--- config.mk ---
export PLATFORM = sky130hd
export DESIGN_NAME = i2c_slave_regfile
export DESIGN_NICKNAME = d
export VERILOG_FILES = /design/src/rtl/i2c_slave_regfile.sv
export SDC_FILE = /design/constraint.sdc
export NUM_CORES = 1
export LEC_CHECK = 0
export BUFFER_PORTS_ARGS = -buffer_cell sky130_fd_sc_hd__buf_2
export CORE_UTILIZATION = 35
export DETAILED_ROUTE_END_ITERATION = 12
export GPL_TIMING_DRIVEN = 0
export HOLD_SLACK_MARGIN = 0.05
export MAX_ROUTING_LAYER = met4
export SKIP_LAST_GASP = 1
export SYNTH_ARGS = -nofsm -noshare
export SYNTH_HDL_FRONTEND = slang
export SYNTH_SLANG_ARGS = --single-unit
--- constraint.sdc ---
create_clock -name clk -period 6.5 [get_ports clk]
set_input_delay 0.65 -clock clk [delete_from_list [all_inputs] [get_ports clk]]
set_output_delay 0.65 -clock clk [all_outputs]
set_load 0.1 [all_outputs]
--- src/rtl/i2c_slave_regfile.sv ---
// i2c_slave_regfile: oversampled I2C target with a pointer-addressed byte register file.
// The first data byte of a write sets the register pointer. Later data bytes write the
// register file and auto-increment the pointer. Reads stream registers starting at the pointer.
module i2c_slave_regfile #(
  parameter logic [6:0]  SLAVE_ADDR  = 7'b1100110,
  parameter int unsigned NUM_REGS    = 16,
  parameter int unsigned SYNC_STAGES = 2,
  localparam int unsigned PW         = (NUM_REGS > 1) ? $clog2(NUM_REGS) : 1
) (
  input  logic          clk,
  input  logic          rst,
  input  logic          scl_i,
  input  logic          sda_i,
  output logic          sda_oe,
  output logic          busy,
  output logic          wr_stb,
  output logic [PW-1:0] wr_addr,
  output logic [7:0]    wr_data
);

  typedef enum logic [3:0] {
    StIdle,
    StAddr,
    StAddrAck,
    StPtr,
    StPtrAck,
    StWrData,
    StWrAck,
    StRdData,
    StRdAck,
    StWaitStop
  } state_e;

  // Synchroniser chains plus one history flop per line
  logic [SYNC_STAGES-1:0] scl_sync;
  logic [SYNC_STAGES-1:0] sda_sync;
  logic                   scl_prev;
  logic                   sda_prev;
  logic                   scl_s;
  logic                   sda_s;

  // Bus events derived from synchronised levels only
  logic scl_rise;
  logic scl_fall;
  logic start_det;
  logic stop_det;

  // Protocol state
  state_e          state;
  logic [2:0]      bit_cnt;
  logic [7:0]      shreg;
  logic [7:0]      rx_byte;
  // Sub-phase flag: in ACK states, set once the ACK is being driven (or the master ACK has
  // been seen); in RD_DATA, set once the eighth bit has been clocked out.
  logic            phase;
  logic            rw;
  logic [PW-1:0]   ptr;
  logic [7:0]      regs [NUM_REGS];

  // Pin synchronisers; reset to the idle-bus level so no false edge follows reset
  always_ff @(posedge clk or posedge rst) begin
    if (rst) begin
      scl_sync <= '1;
      sda_sync <= '1;
      scl_prev <= 1'b1;
      sda_prev <= 1'b1;
    end else begin
      scl_sync <= {scl_sync[SYNC_STAGES-2:0], scl_i};
      sda_sync <= {sda_sync[SYNC_STAGES-2:0], sda_i};
      scl_prev <= scl_sync[SYNC_STAGES-1];
      sda_prev <= sda_sync[SYNC_STAGES-1];
    end
  end

  // Edge and START/STOP decode from the synchronised samples
  always_comb begin
    scl_s     = scl_sync[SYNC_STAGES-1];
    sda_s     = sda_sync[SYNC_STAGES-1];
    scl_rise  = scl_s & ~scl_prev;
    scl_fall  = ~scl_s & scl_prev;
    start_det = scl_s & scl_prev & sda_prev & ~sda_s;
    stop_det  = scl_s & scl_prev & ~sda_prev & sda_s;
    rx_byte   = {shreg[6:0], sda_s};
  end

  // Protocol FSM with registered bus outputs and the register file
  always_ff @(posedge clk or posedge rst) begin
    if (rst) begin
      state   <= StIdle;
      bit_cnt <= 3'd0;
      shreg   <= 8'h00;
      phase   <= 1'b0;
      rw      <= 1'b0;
      ptr     <= '0;
      sda_oe  <= 1'b0;
      busy    <= 1'b0;
      wr_stb  <= 1'b0;
      wr_addr <= '0;
      wr_data <= 8'h00;
      for (int i = 0; i < NUM_REGS; i++) begin
        regs[i] <= 8'h00;
      end
    end else begin
      wr_stb <= 1'b0;
      if (start_det) begin
        // START or repeated START; the pointer survives
        state   <= StAddr;
        bit_cnt <= 3'd0;
        phase   <= 1'b0;
        sda_oe  <= 1'b0;
        busy    <= 1'b1;
      end else if (stop_det) begin
        // STOP discards any partial byte
        state   <= StIdle;
        bit_cnt <= 3'd0;
        phase   <= 1'b0;
        sda_oe  <= 1'b0;
        busy    <= 1'b0;
      end else begin
        unique case (state)
          StAddr: begin
            if (scl_rise) begin
              shreg   <= rx_byte;
              bit_cnt <= bit_cnt + 3'd1;
              if (bit_cnt == 3'd7) begin
                if (rx_byte[7:1] == SLAVE_ADDR) begin
                  state <= StAddrAck;
                  rw    <= rx_byte[0];
                end else begin
                  state <= StWaitStop;
                end
              end
            end
          end

          StAddrAck: begin
            if (scl_fall) begin
              if (!phase) begin
                sda_oe <= 1'b1;
                phase  <= 1'b1;
              end else begin
                phase   <= 1'b0;
                bit_cnt <= 3'd0;
                if (rw) begin
                  // First read bit goes out on the fall ending the ACK clock
                  state  <= StRdData;
                  shreg  <= regs[ptr];
                  sda_oe <= ~regs[ptr][7];
                end else begin
                  state  <= StPtr;
                  sda_oe <= 1'b0;
                end
              end
            end
          end

          StPtr: begin
            if (scl_rise) begin
              shreg   <= rx_byte;
              bit_cnt <= bit_cnt + 3'd1;
              if (bit_cnt == 3'd7) begin
                ptr   <= rx_byte[PW-1:0];
                state <= StPtrAck;
              end
            end
          end

          StPtrAck: begin
            if (scl_fall) begin
              if (!phase) begin
                sda_oe <= 1'b1;
                phase  <= 1'b1;
              end else begin
                sda_oe  <= 1'b0;
                phase   <= 1'b0;
                bit_cnt <= 3'd0;
                state   <= StWrData;
              end
            end
          end

          StWrData: begin
            if (scl_rise) begin
              shreg   <= rx_byte;
              bit_cnt <= bit_cnt + 3'd1;
              if (bit_cnt == 3'd7) begin
                state <= StWrAck;
              end
            end
          end

          StWrAck: begin
            if (scl_fall) begin
              if (!phase) begin
                // Commit the byte together with the ACK drive
                sda_oe     <= 1'b1;
                phase      <= 1'b1;
                wr_stb     <= 1'b1;
                wr_addr    <= ptr;
                wr_data    <= shreg;
                regs[ptr]  <= shreg;
                ptr        <= ptr + 1'b1;
              end else begin
                sda_oe  <= 1'b0;
                phase   <= 1'b0;
                bit_cnt <= 3'd0;
                state   <= StWrData;
              end
            end
          end

          StRdData: begin
            if (scl_rise) begin
              bit_cnt <= bit_cnt + 3'd1;
              if (bit_cnt == 3'd7) begin
                phase <= 1'b1;
              end
            end else if (scl_fall) begin
              if (phase) begin
                // Byte done: hand SDA to the master for its ACK
                phase  <= 1'b0;
                sda_oe <= 1'b0;
                ptr    <= ptr + 1'b1;
                state  <= StRdAck;
              end else begin
                shreg  <= {shreg[6:0], 1'b0};
                sda_oe <= ~shreg[6];
              end
            end
          end

          StRdAck: begin
            if (scl_rise) begin
              if (sda_s) begin
                state <= StWaitStop;
              end else begin
                phase <= 1'b1;
              end
            end else if (scl_fall && phase) begin
              phase   <= 1'b0;
              bit_cnt <= 3'd0;
              shreg   <= regs[ptr];
              sda_oe  <= ~regs[ptr][7];
              state   <= StRdData;
            end
          end

          default: begin
            // IDLE and WAIT_STOP ignore SCL until the next START or STOP
            sda_oe <= 1'b0;
          end
        endcase
      end
    end
  end

endmodule

==> flow_summary.toml <==
[layout]
stdcell_area_sq_mm = 0.00951
nets = 698
drive_gt1_frac = 0.342
insertedDiodeCount = 0
synthToLayoutAreaGrowth_pct = 13.5

[power]
swShare = 0.415
p_per_area_mw_per_mm2 = 386
pwr-share-seq = 0.329
p_total_mw = 3.68
max-vdd-ir-drop_mv = 0.167
power.static_leakage_nw = 4.54
pwr-share-comb = 0.388
p_sw_mw = 1.53
p_clk_frac = 0.284
internal-power_mw = 2.15

[timing]
final-setup-viol-count = 0
setup_tns_ns = 0
rsz0062_at_grt = "no"
finalHoldViolations = 0
slew_viol_final = 0
finalClockSkew_ns = 0.0157
min_period_over_period = 0.459
maxSlewHeadroom = 0.517
hold_slack_ns = 0.206
worst_slack_ns = 3.52
fmax_mhz = 335
fin_crit_ns = 2.98
worst_pin_slew_ns = 0.722

[run]
cap_violations = 0

[worst_setup_path]
endpoint_kind = "flop"
crit_slowest_cell = "a211oi_2"
cp.arrival_ns = 3.30
worstReg2RegEnd = "regs[112]"
reg2reg_depth = 5
cp_top_family = "compound AO/OA/AOI/OAI gates"
path_class = "reg2reg"
r2r_start = "sda_sync[1]"
r2r_setup_slack_ns = 3.52
cp-start-kind = "flop"
required_ns = 6.82
worstPathCellList = "clkbuf_1 -> xor2_1 -> a211oi_2 -> nand3_1 -> mux2_2"
max_stage_delay_ns = 0.64
cp_max_fo = 9
path_buf_inv = 1

[clock_tree]
clkLatencyLatePin_ns = 0.44
cts_sinks = 170
cts_made_buffers = 17
post_cts_buffers = 0
clockRootBuffer = "clkbuf_16"
cts_hold_buf = 0
clkTransAtPathRegs_ns = 0.07
cts_tree = "done"
clockBufferDepth = 2
ctsResizeCount = 0
htreeDepth = 4

[synthesis]
synth_area_sq_mm = 0.00838
synth.net_count = 660
ys_types = 63
ys_warn_count = 0
synth_most_common_cell = "dfrtp_1"
synthCells = 647
ys_ff_latch = 170
ys_async_sr_fraction = 1.00
synth_area_leader_cell = "dfrtp_1"
yosys-top-cells-count = "dfrtp_1 (164), mux2_2 (134), mux2_1 (32), clkbuf_1 (31), mux2i_1 (22)"
avgSynthCellArea_sq_um = 13.0
netlist_top_cells_area = "dfrtp_1 (49%), mux2_2 (18%), mux2_1 (4.3%)"
synth.yosys.seq_area_share = 0.508
yosys.area.top_type_share = 0.489
ys.flop_type = "dfrtp_1"
synth_edf_count = 0

[global_route]
grt.total_usage = 0.181
met2_usage = 0.278
grt_use_met1 = 0.245
grt_overflow = 0
use_met3 = 0.0316
grt_pass1_wl_microns = 32100
top_usage_layer = "met2"
grt_start_max_net_pins = 125
antenna_found_initial = 0
grt_pass1_vias = 5579

[floorplan]
die_w_microns = 157
start_util = 0.357
num_io_pins = 19
dieHeight_microns = 157
rows = 56
dieArea_sq_mm = 0.0246
core_area_sq_mm = 0.0235

[run_status]
outcome = "completed"

[placed_design]
port_buffers = 18
gp_congestion = 0.906
place_hpwl_microns = 13700
place_area_sq_mm = 0.00891
place_worst_setup_slack_ns = 3.56

[routing]
via_per_inst = 5.36
drt_pass1_iterations = 6
detail_route.wl_per_cell_microns = 19.9
vias = 5449
routed_wl_microns = 20300
drt-initial-drc-count = 328
ant_nets = 0
drc = 0

[hold_path]
hp-class = "in2async"
[sequential cells by signal, summed over array words and instances, names as in the netlist, 2 cells and up]
signal and flops:
wr_data 8, wr_addr 4, shreg 8, ptr 4, regs 128, scl_sync 2, state 4, sda_sync 2
bit_cnt 3
[worst max path at each step]
stage                      startpoint          to  slack, ns  cells after the start
final                     sda_sync[1]   regs[112]       3.52                      5
after global routing      sda_sync[1]   regs[112]       3.31                      5
after CTS                 sda_sync[1]    regs[57]       3.53                      5
after detailed placement  sda_sync[1]    regs[57]       3.56                      5
after global placement            rst    regs[61]      -0.86                      2
after floorplan                   rst  bit_cnt[0]       1.26                      1
[cell families (layout without fill, tap and decap cells)]
family,count (synthesis),count (layout),synth area share
mux,204,204,0.292
flops,170,170,0.508
simple gates,111,111,0.0766
compound gates,90,90,0.0763
buf+inv,59,110,0.0291
fa+ha+maj,9,9,0.0134
xor+xnor,4,4,0.00418
[worst register-to-register path: stages, from the launching register on]
cell      delay (ns)
dfstp_2         0.54
clkbuf_1        0.40
xor2_1          0.19
a211oi_2        0.64
nand3_1         0.64
mux2_2          0.46
[cell usage in the layout (no fill, tap or decap), drive strengths merged, types with 9 or more instances in the layout]
master  Yosys  final
dfrtp     164    164
nand2      20     20
mux2      166    166
buf        17     36
clkbuf     31     48
o21ai      14     14
mux4       16     16
mux2i      22     22
a21oi      16     16
ha          9      9
inv        11     18
a211oi     18     18
nor2       20     20
nor2b      13     13
nand3      22     22
[power by group through the flow]
stage / logic [mW] / clock network (mW) / registers (mW)
global route: 1.54 / 1.11 / 1.22
CTS: 1.43 / 1.06 / 1.21
global placement: 1.42 / 0 / 1.23
floorplan: 0.900 / 0 / 1.35
finish: 1.43 / 1.04 / 1.21
detailed placement: 1.42 / 0 / 1.23
[metrics by stage]
step,util,instances
floorplan,-,647
global placement,0.378,984
detailed placement,0.380,985
CTS,0.405,1017
global route,0.405,1017
finish,0.405,1017
[metal layers]
layer  part of all wire  wire, microns
met5                  0              0
met1               0.48           9750
met4              0.014            282
met2               0.47           9550
met3              0.033            667
[cell type report]
| class | instances | area [sq um] |
|---|---|---|
| inverter | 11 | 48.8 |
| timing repair buffer | 19 | 118 |
| clock inverter | 15 | 180 |
| tap | 319 | 399 |
| multi-input combinational | 418 | 3880 |
| sequential | 170 | 4260 |
| fill | 2259 | 14000 |
| clock buffer | 17 | 425 |
| buffer | 48 | 203 |
Note: power is estimated with default switching activity, not from simulation.
